### src/rtl/temp_disp_pkg.sv
// Shared types and constants for the temperature display scanner:
// FSM encoding, digit slots, segment codes and the double-dabble step.
package temp_disp_pkg;

    typedef enum logic [1:0] {
        IDLE = 2'd0,
        CONV = 2'd1,
        DONE = 2'd2
    } state_e;

    localparam logic [1:0] DIG_HUND = 2'd0;
    localparam logic [1:0] DIG_TENS = 2'd1;
    localparam logic [1:0] DIG_ONES = 2'd2;
    localparam logic [1:0] DIG_UNIT = 2'd3;

    localparam logic [7:0] SEG_0     = 8'h3F;
    localparam logic [7:0] SEG_1     = 8'h06;
    localparam logic [7:0] SEG_2     = 8'h5B;
    localparam logic [7:0] SEG_3     = 8'h4F;
    localparam logic [7:0] SEG_4     = 8'h66;
    localparam logic [7:0] SEG_5     = 8'h6D;
    localparam logic [7:0] SEG_6     = 8'h7D;
    localparam logic [7:0] SEG_7     = 8'h07;
    localparam logic [7:0] SEG_8     = 8'h7F;
    localparam logic [7:0] SEG_9     = 8'h6F;
    localparam logic [7:0] SEG_C     = 8'h39;
    localparam logic [7:0] SEG_F     = 8'h71;
    localparam logic [7:0] SEG_BLANK = 8'h00;

    // Any code above 9 decodes to a dark digit.
    localparam logic [3:0] BCD_BLANK  = 4'hF;
    localparam logic [3:0] ITER_COUNT = 4'd8;

    // One double-dabble iteration over {hundreds, tens, ones, binary}.
    function automatic logic [19:0] dabble_step(input logic [19:0] work);
        logic [19:0] adj;
        adj = work;
        for (int i = 0; i < 3; i++) begin
            if (adj[8 + 4*i +: 4] >= 4'd5) begin
                adj[8 + 4*i +: 4] = adj[8 + 4*i +: 4] + 4'd3;
            end else begin
                adj[8 + 4*i +: 4] = adj[8 + 4*i +: 4];
            end
        end
        return {adj[18:0], 1'b0};
    endfunction

endpackage

### src/rtl/temp_display_scan_seg7.sv
// BCD to seven-segment decoder; codes above 9 produce a blank digit.
module seg7_decode
    import temp_disp_pkg::*;
(
    input  logic [3:0] bcd,
    output logic [7:0] seg
);

    // Pure lookup from BCD digit to segment pattern.
    always_comb begin
        seg = SEG_BLANK;
        case (bcd)
            4'd0:    seg = SEG_0;
            4'd1:    seg = SEG_1;
            4'd2:    seg = SEG_2;
            4'd3:    seg = SEG_3;
            4'd4:    seg = SEG_4;
            4'd5:    seg = SEG_5;
            4'd6:    seg = SEG_6;
            4'd7:    seg = SEG_7;
            4'd8:    seg = SEG_8;
            4'd9:    seg = SEG_9;
            default: seg = SEG_BLANK;
        endcase
    end

endmodule

### src/rtl/temp_display_scan.sv
// Converts a captured 8-bit temperature to BCD and multiplexes it, plus a
// unit letter, onto a four-digit common seven-segment display.
module temp_display_scan
    import temp_disp_pkg::*;
#(
    parameter int unsigned SCAN_DIV = 16
) (
    input  logic       clk,
    input  logic       rst_n,
    input  logic [7:0] temp_in,
    input  logic       temp_valid,
    input  logic       unit_f,
    output logic       busy,
    output logic [7:0] seg,
    output logic [3:0] dig_en
);

    localparam logic [15:0] DIV_LAST = 16'(SCAN_DIV - 1);

    state_e      state_q, state_d;
    logic [19:0] work_q, work_d;
    logic [3:0]  iter_q, iter_d;
    logic        unit_cap_q, unit_cap_d;
    logic [3:0]  disp_h_q, disp_h_d;
    logic [3:0]  disp_t_q, disp_t_d;
    logic [3:0]  disp_o_q, disp_o_d;
    logic        disp_unit_q, disp_unit_d;
    logic [15:0] div_q, div_d;
    logic [1:0]  idx_q, idx_d;

    logic [3:0]  bcd_sel_s;
    logic [7:0]  dec_seg_s;

    // State registers with synchronous active-low reset.
    always_ff @(posedge clk) begin
        if (!rst_n) begin
            state_q     <= IDLE;
            work_q      <= 20'd0;
            iter_q      <= 4'd0;
            unit_cap_q  <= 1'b0;
            disp_h_q    <= 4'd0;
            disp_t_q    <= 4'd0;
            disp_o_q    <= 4'd0;
            disp_unit_q <= 1'b0;
            div_q       <= 16'd0;
            idx_q       <= 2'd0;
        end else begin
            state_q     <= state_d;
            work_q      <= work_d;
            iter_q      <= iter_d;
            unit_cap_q  <= unit_cap_d;
            disp_h_q    <= disp_h_d;
            disp_t_q    <= disp_t_d;
            disp_o_q    <= disp_o_d;
            disp_unit_q <= disp_unit_d;
            div_q       <= div_d;
            idx_q       <= idx_d;
        end
    end

    // Conversion FSM: capture, eight dabble steps, then publish to display.
    always_comb begin
        state_d     = state_q;
        work_d      = work_q;
        iter_d      = iter_q;
        unit_cap_d  = unit_cap_q;
        disp_h_d    = disp_h_q;
        disp_t_d    = disp_t_q;
        disp_o_d    = disp_o_q;
        disp_unit_d = disp_unit_q;
        case (state_q)
            IDLE: begin
                if (temp_valid) begin
                    work_d     = {12'd0, temp_in};
                    iter_d     = 4'd0;
                    unit_cap_d = unit_f;
                    state_d    = CONV;
                end else begin
                    state_d    = IDLE;
                end
            end
            CONV: begin
                work_d = dabble_step(work_q);
                iter_d = iter_q + 4'd1;
                if (iter_q == ITER_COUNT - 4'd1) begin
                    state_d = DONE;
                end else begin
                    state_d = CONV;
                end
            end
            DONE: begin
                // The only place display content changes, so a scan never mixes values.
                disp_h_d    = work_q[19:16];
                disp_t_d    = work_q[15:12];
                disp_o_d    = work_q[11:8];
                disp_unit_d = unit_cap_q;
                state_d     = IDLE;
            end
            default: begin
                state_d = IDLE;
            end
        endcase
    end

    // Free-running scan divider, independent of the conversion FSM.
    always_comb begin
        div_d = div_q;
        idx_d = idx_q;
        if (div_q == DIV_LAST) begin
            div_d = 16'd0;
            idx_d = idx_q + 2'd1;
        end else begin
            div_d = div_q + 16'd1;
        end
    end

    // Leading-zero blanking on the numeric digits.
    always_comb begin
        bcd_sel_s = BCD_BLANK;
        case (idx_q)
            DIG_HUND: bcd_sel_s = (disp_h_q == 4'd0) ? BCD_BLANK : disp_h_q;
            DIG_TENS: bcd_sel_s = ((disp_h_q == 4'd0) && (disp_t_q == 4'd0)) ? BCD_BLANK : disp_t_q;
            DIG_ONES: bcd_sel_s = disp_o_q;
            default:  bcd_sel_s = BCD_BLANK;
        endcase
    end

    seg7_decode u_seg7 (
        .bcd (bcd_sel_s),
        .seg (dec_seg_s)
    );

    // Segment and digit-enable outputs, decoded from registers only.
    always_comb begin
        dig_en = 4'b0001 << idx_q;
        if (idx_q == DIG_UNIT) begin
            seg = disp_unit_q ? SEG_F : SEG_C;
        end else begin
            seg = dec_seg_s;
        end
    end

    assign busy = (state_q != IDLE);

endmodule

### config.mk
export PLATFORM = sky130hd
export DESIGN_NAME = temp_display_scan
export DESIGN_NICKNAME = d
export VERILOG_FILES = /design/src/rtl/temp_disp_pkg.sv /design/src/rtl/temp_display_scan_seg7.sv /design/src/rtl/temp_display_scan.sv
export SDC_FILE = /design/constraint.sdc
export NUM_CORES = 1
export LEC_CHECK = 0
export CORE_ASPECT_RATIO = 0.9
export CORE_MARGIN = 2
export CORE_UTILIZATION = 45
export DETAILED_ROUTE_END_ITERATION = 8
export SYNTH_ARGS = -nofsm -noshare
export SYNTH_HDL_FRONTEND = slang
export SYNTH_SLANG_ARGS = --single-unit
### constraint.sdc
create_clock -name clk -period 3.9 [get_ports clk]
set_input_delay 0.78 -clock clk [delete_from_list [all_inputs] [get_ports clk]]
set_output_delay 0.78 -clock clk [all_outputs]
set_load 0.01 [all_outputs]
==> impl_metrics.json <==
{
  "status": "complete, no violations",
  "timing.rr.start": "state_q[0]$_SDFF_PN0_",
  "path_clk_slew_ns": 0.06,
  "reg2reg_to": "iter_q[2]$_SDFFE_PN0P_",
  "core_mm2": 0.00693,
  "setup_viol": 0,
  "rr_worst_depth": 3,
  "worstPathMaxFanout": 8,
  "synth_area_leaders": "dfxtp_1 37%, ha_1 7.5%, nand2_1 4.4%, nor2b_1 4.3%, a21boi_0 4.0%",
  "portBuffers": 23,
  "topRoutingLayerUsed": "met4",
  "holdBufCountCts": 0,
  "crit_path_start_kind": "flop",
  "wl_met2_mm": 2.81,
  "critical_path_class": "flop to output port",
  "setup_tns_ns": 0,
  "finalClockSkew_ns": 0.00419,
  "synth_edf_count": 0,
  "die_w_um": 92.5,
  "layout-drive-gt1-share_pct": 11.5,
  "syn_nets": 402,
  "placed_cell_area_mm2": 0.00345,
  "cts_tree": "done",
  "reg2reg_setup_slack_ns": 1.86,
  "leakagePower_uw": 0.00139,
  "cts_sinks": 58,
  "wl_per_cell_um": 13.0,
  "worst_slack_ns": 0.183,
  "yosys.area.top_type": "dfxtp_1",
  "finalHoldViolations": 0,
  "overflow": 0,
  "clkLatencyLatePin_ns": 0.33,
  "synthCells": 371,
  "hpwl_mm": 4.52,
  "synth.distinct_cells": 49,
  "detailedPlace.worstSlack_ns": 0.246,
  "wl_met3_um": 206,
  "nFillCells": 655,
  "synth_ff_type": "dfxtp_1",
  "clockBufferDepth": 2,
  "drt-initial-drc-count": 95,
  "synth_warnings": 0,
  "wl_met1_mm": 3.19,
  "cts_buffers": 9,
  "min-delay-path-class": "flop to flop",
  "seq_area_frac_synth_pct": 36.6,
  "arrival_ns": 2.94,
  "routed_wl_mm": 6.32,
  "slew_headroom_pct": 33.6,
  "htree_levels": 3,
  "pwr_density_cell_mw_per_mm2": 360,
  "start_util_pct": 45.8,
  "post-synth-top-area-fraction_pct": 36.6,
  "post-route-period-util_pct": 95.3,
  "syn_avg_cell_area_um2": 8.56,
  "crit_start": "idx_q[1]$_SDFFE_PN0P_",
  "finalCriticalPeriod_ns": 3.72,
  "vdd_ir_drop_max_v": 0.000297,
  "clock.fmax_mhz": 269,
  "grt_pass1_wl_mm": 11.6,
  "die_area_mm2": 0.00774,
  "maxCapViolCount": 0,
  "std_cell_rows": 29,
  "clockRootBuffer": "clkbuf_8",
  "synth-seq-cells": 58,
  "worst-slew-pin-transition_ns": 0.993,
  "grt_pass1_vias": 2495,
  "ant_nets": 0,
  "num-nets-final": 418,
  "dr.pass1.iters": 4,
  "vias": 2545,
  "fp.dieH_um": 83.7,
  "slew_viol_final": 0,
  "gp_congestion": 0.796,
  "rsz0062_at_grt": "yes",
  "track_usage_pct": 18.5,
  "stdcell_area_mm2": 0.00372,
  "drcViolationCount": 0,
  "area_growth_pct": 17.1,
  "synth-async-reset-ratio_pct": 0,
  "drt-vias-per-instance": 5.25,
  "io_pins": 25,
  "grt_antenna_before_repair": 0,
  "required_ns": 3.12,
  "endpoint": "seg[6]",
  "netlist_area_mm2": 0.00317,
  "diodes": 0,
  "grt_max_degree": 23,
  "endpoint_kind": "output port"
}
==> power breakdown <==
group	internal, uW	switching, uW	leakage [uW]
clock	411	237	0.000119
combinational	36.1	34.9	0.000800
sequential	605	13.0	0.000471
total	1050	285	0.00139
==> per-stage QoR <==
step	std cells	hold WS [ns]	util (%)	total power, uW
2_1_floorplan	371	0.441	-	678
3_3_place_gp	469	0.457	49.8	702
3_5_place_dp	469	0.462	49.8	703
4_1_cts	485	0.471	53.4	1360
5_1_grt	485	0.510	53.6	1400
6_report	485	0.467	53.6	1340
==> registers in the layout (all words and copies together), names as in the netlist <==
register,flops
disp_h_q,4
idx_q,2
disp_unit_q,1
div_q,16
state_q,2
work_q,20
disp_t_q,4
unit_cap_q,1
iter_q,4
disp_o_q,4
==> cells in the final DEF (no fill, tap or decap), drive strengths merged, types with 7 or more instances in the layout <==
cell           count
nor2b             22
inv               18
nand3             13
a21boi            17
nand2             37
nor3              12
o21ai             15
nor2              25
nand2b             7
ha                19
clkdlybuf4s50     23
dfxtp             58
o221a              7
a21oi             22
clkbuf            12
a22oi              9
xnor2             13
==> cell families after synthesis <==
logic type,share of synthesized area (%)
AOI/OAI and AO/OA,20.3
xor gates and xnor gates,4.97
adders and majority gates,7.49
buffers and inverters,4.81
DFF,36.6
muxes,2.33
other,0.118
and+or+nand+nor,23.4
==> timing repair <==
| action | 4_1_cts | 5_1_grt |
|---|---|---|
| gates resized for setup | 2 | 6 |
| buffers inserted | 0 | 0 |
| endpoints found under the setup margin | 5 | 6 |
| pin swaps | 0 | 1 |
==> routing by layer <==
metal / up-vias / GRT usage [%]
met2: 34 / 28.6
li1: 1319 / -
met4: 0 / 5.70
met5: - / 0
met1: 1181 / 24.6
met3: 11 / 5.69
==> critical path: stages, from the launching register on <==
cell and delay [ns]:
dfxtp_1 0.39, inv_1 0.10, ha_2 0.23, a221oi_2 0.37, o311ai_4 0.21, ha_1 0.24, o41a_1 0.42, o31ai_2 0.06
clkdlybuf4s50_1 0.56
==> synthesized netlist by cell type (9+ instances only) <==
| cell type | instances |
|---|---|
| dfxtp_1 | 58 |
| nand2_1 | 37 |
| nor2_1 | 25 |
| a21oi_1 | 22 |
| nor2b_1 | 22 |
| ha_1 | 19 |
| inv_1 | 18 |
| a21boi_0 | 17 |
| clkbuf_1 | 16 |
| o21ai_0 | 13 |
| xnor2_1 | 13 |
| nand3_1 | 12 |
| nor3_1 | 11 |
| a22oi_1 | 9 |
==> worst min-delay path by stage <==
stage | start | endpoint | slack (ns) | cells past startpoint
4_1_cts | disp_o_q[3]$_SDFFE_PN0N_ | disp_o_q[3]$_SDFFE_PN0N_ | 0.47 | 2
3_5_place_dp | disp_o_q[3]$_SDFFE_PN0N_ | disp_o_q[3]$_SDFFE_PN0N_ | 0.46 | 2
6_report | disp_o_q[3]$_SDFFE_PN0N_ | disp_o_q[3]$_SDFFE_PN0N_ | 0.47 | 2
5_1_grt | disp_o_q[0]$_SDFFE_PN0N_ | disp_o_q[0]$_SDFFE_PN0N_ | 0.51 | 2
2_1_floorplan | unit_cap_q$_SDFFE_PN0P_ | disp_unit_q$_SDFFE_PN0N_ | 0.44 | 2
3_3_place_gp | disp_o_q[3]$_SDFFE_PN0N_ | disp_o_q[3]$_SDFFE_PN0N_ | 0.46 | 2
==> layout make-up <==
cell class / instances / area (um^2) / area share, %
clock buffers: 12 / 165 / 4.44
multi-input cells: 275 / 1890 / 50.8
inverters: 18 / 67.6 / 1.82
flip-flops and latches: 58 / 1160 / 31.3
clock inverters: 4 / 72.6 / 1.95
repair buffers: 25 / 245 / 6.60
well taps: 93 / 116 / 3.13
Note: power is estimated with default switching activity, not from simulation.
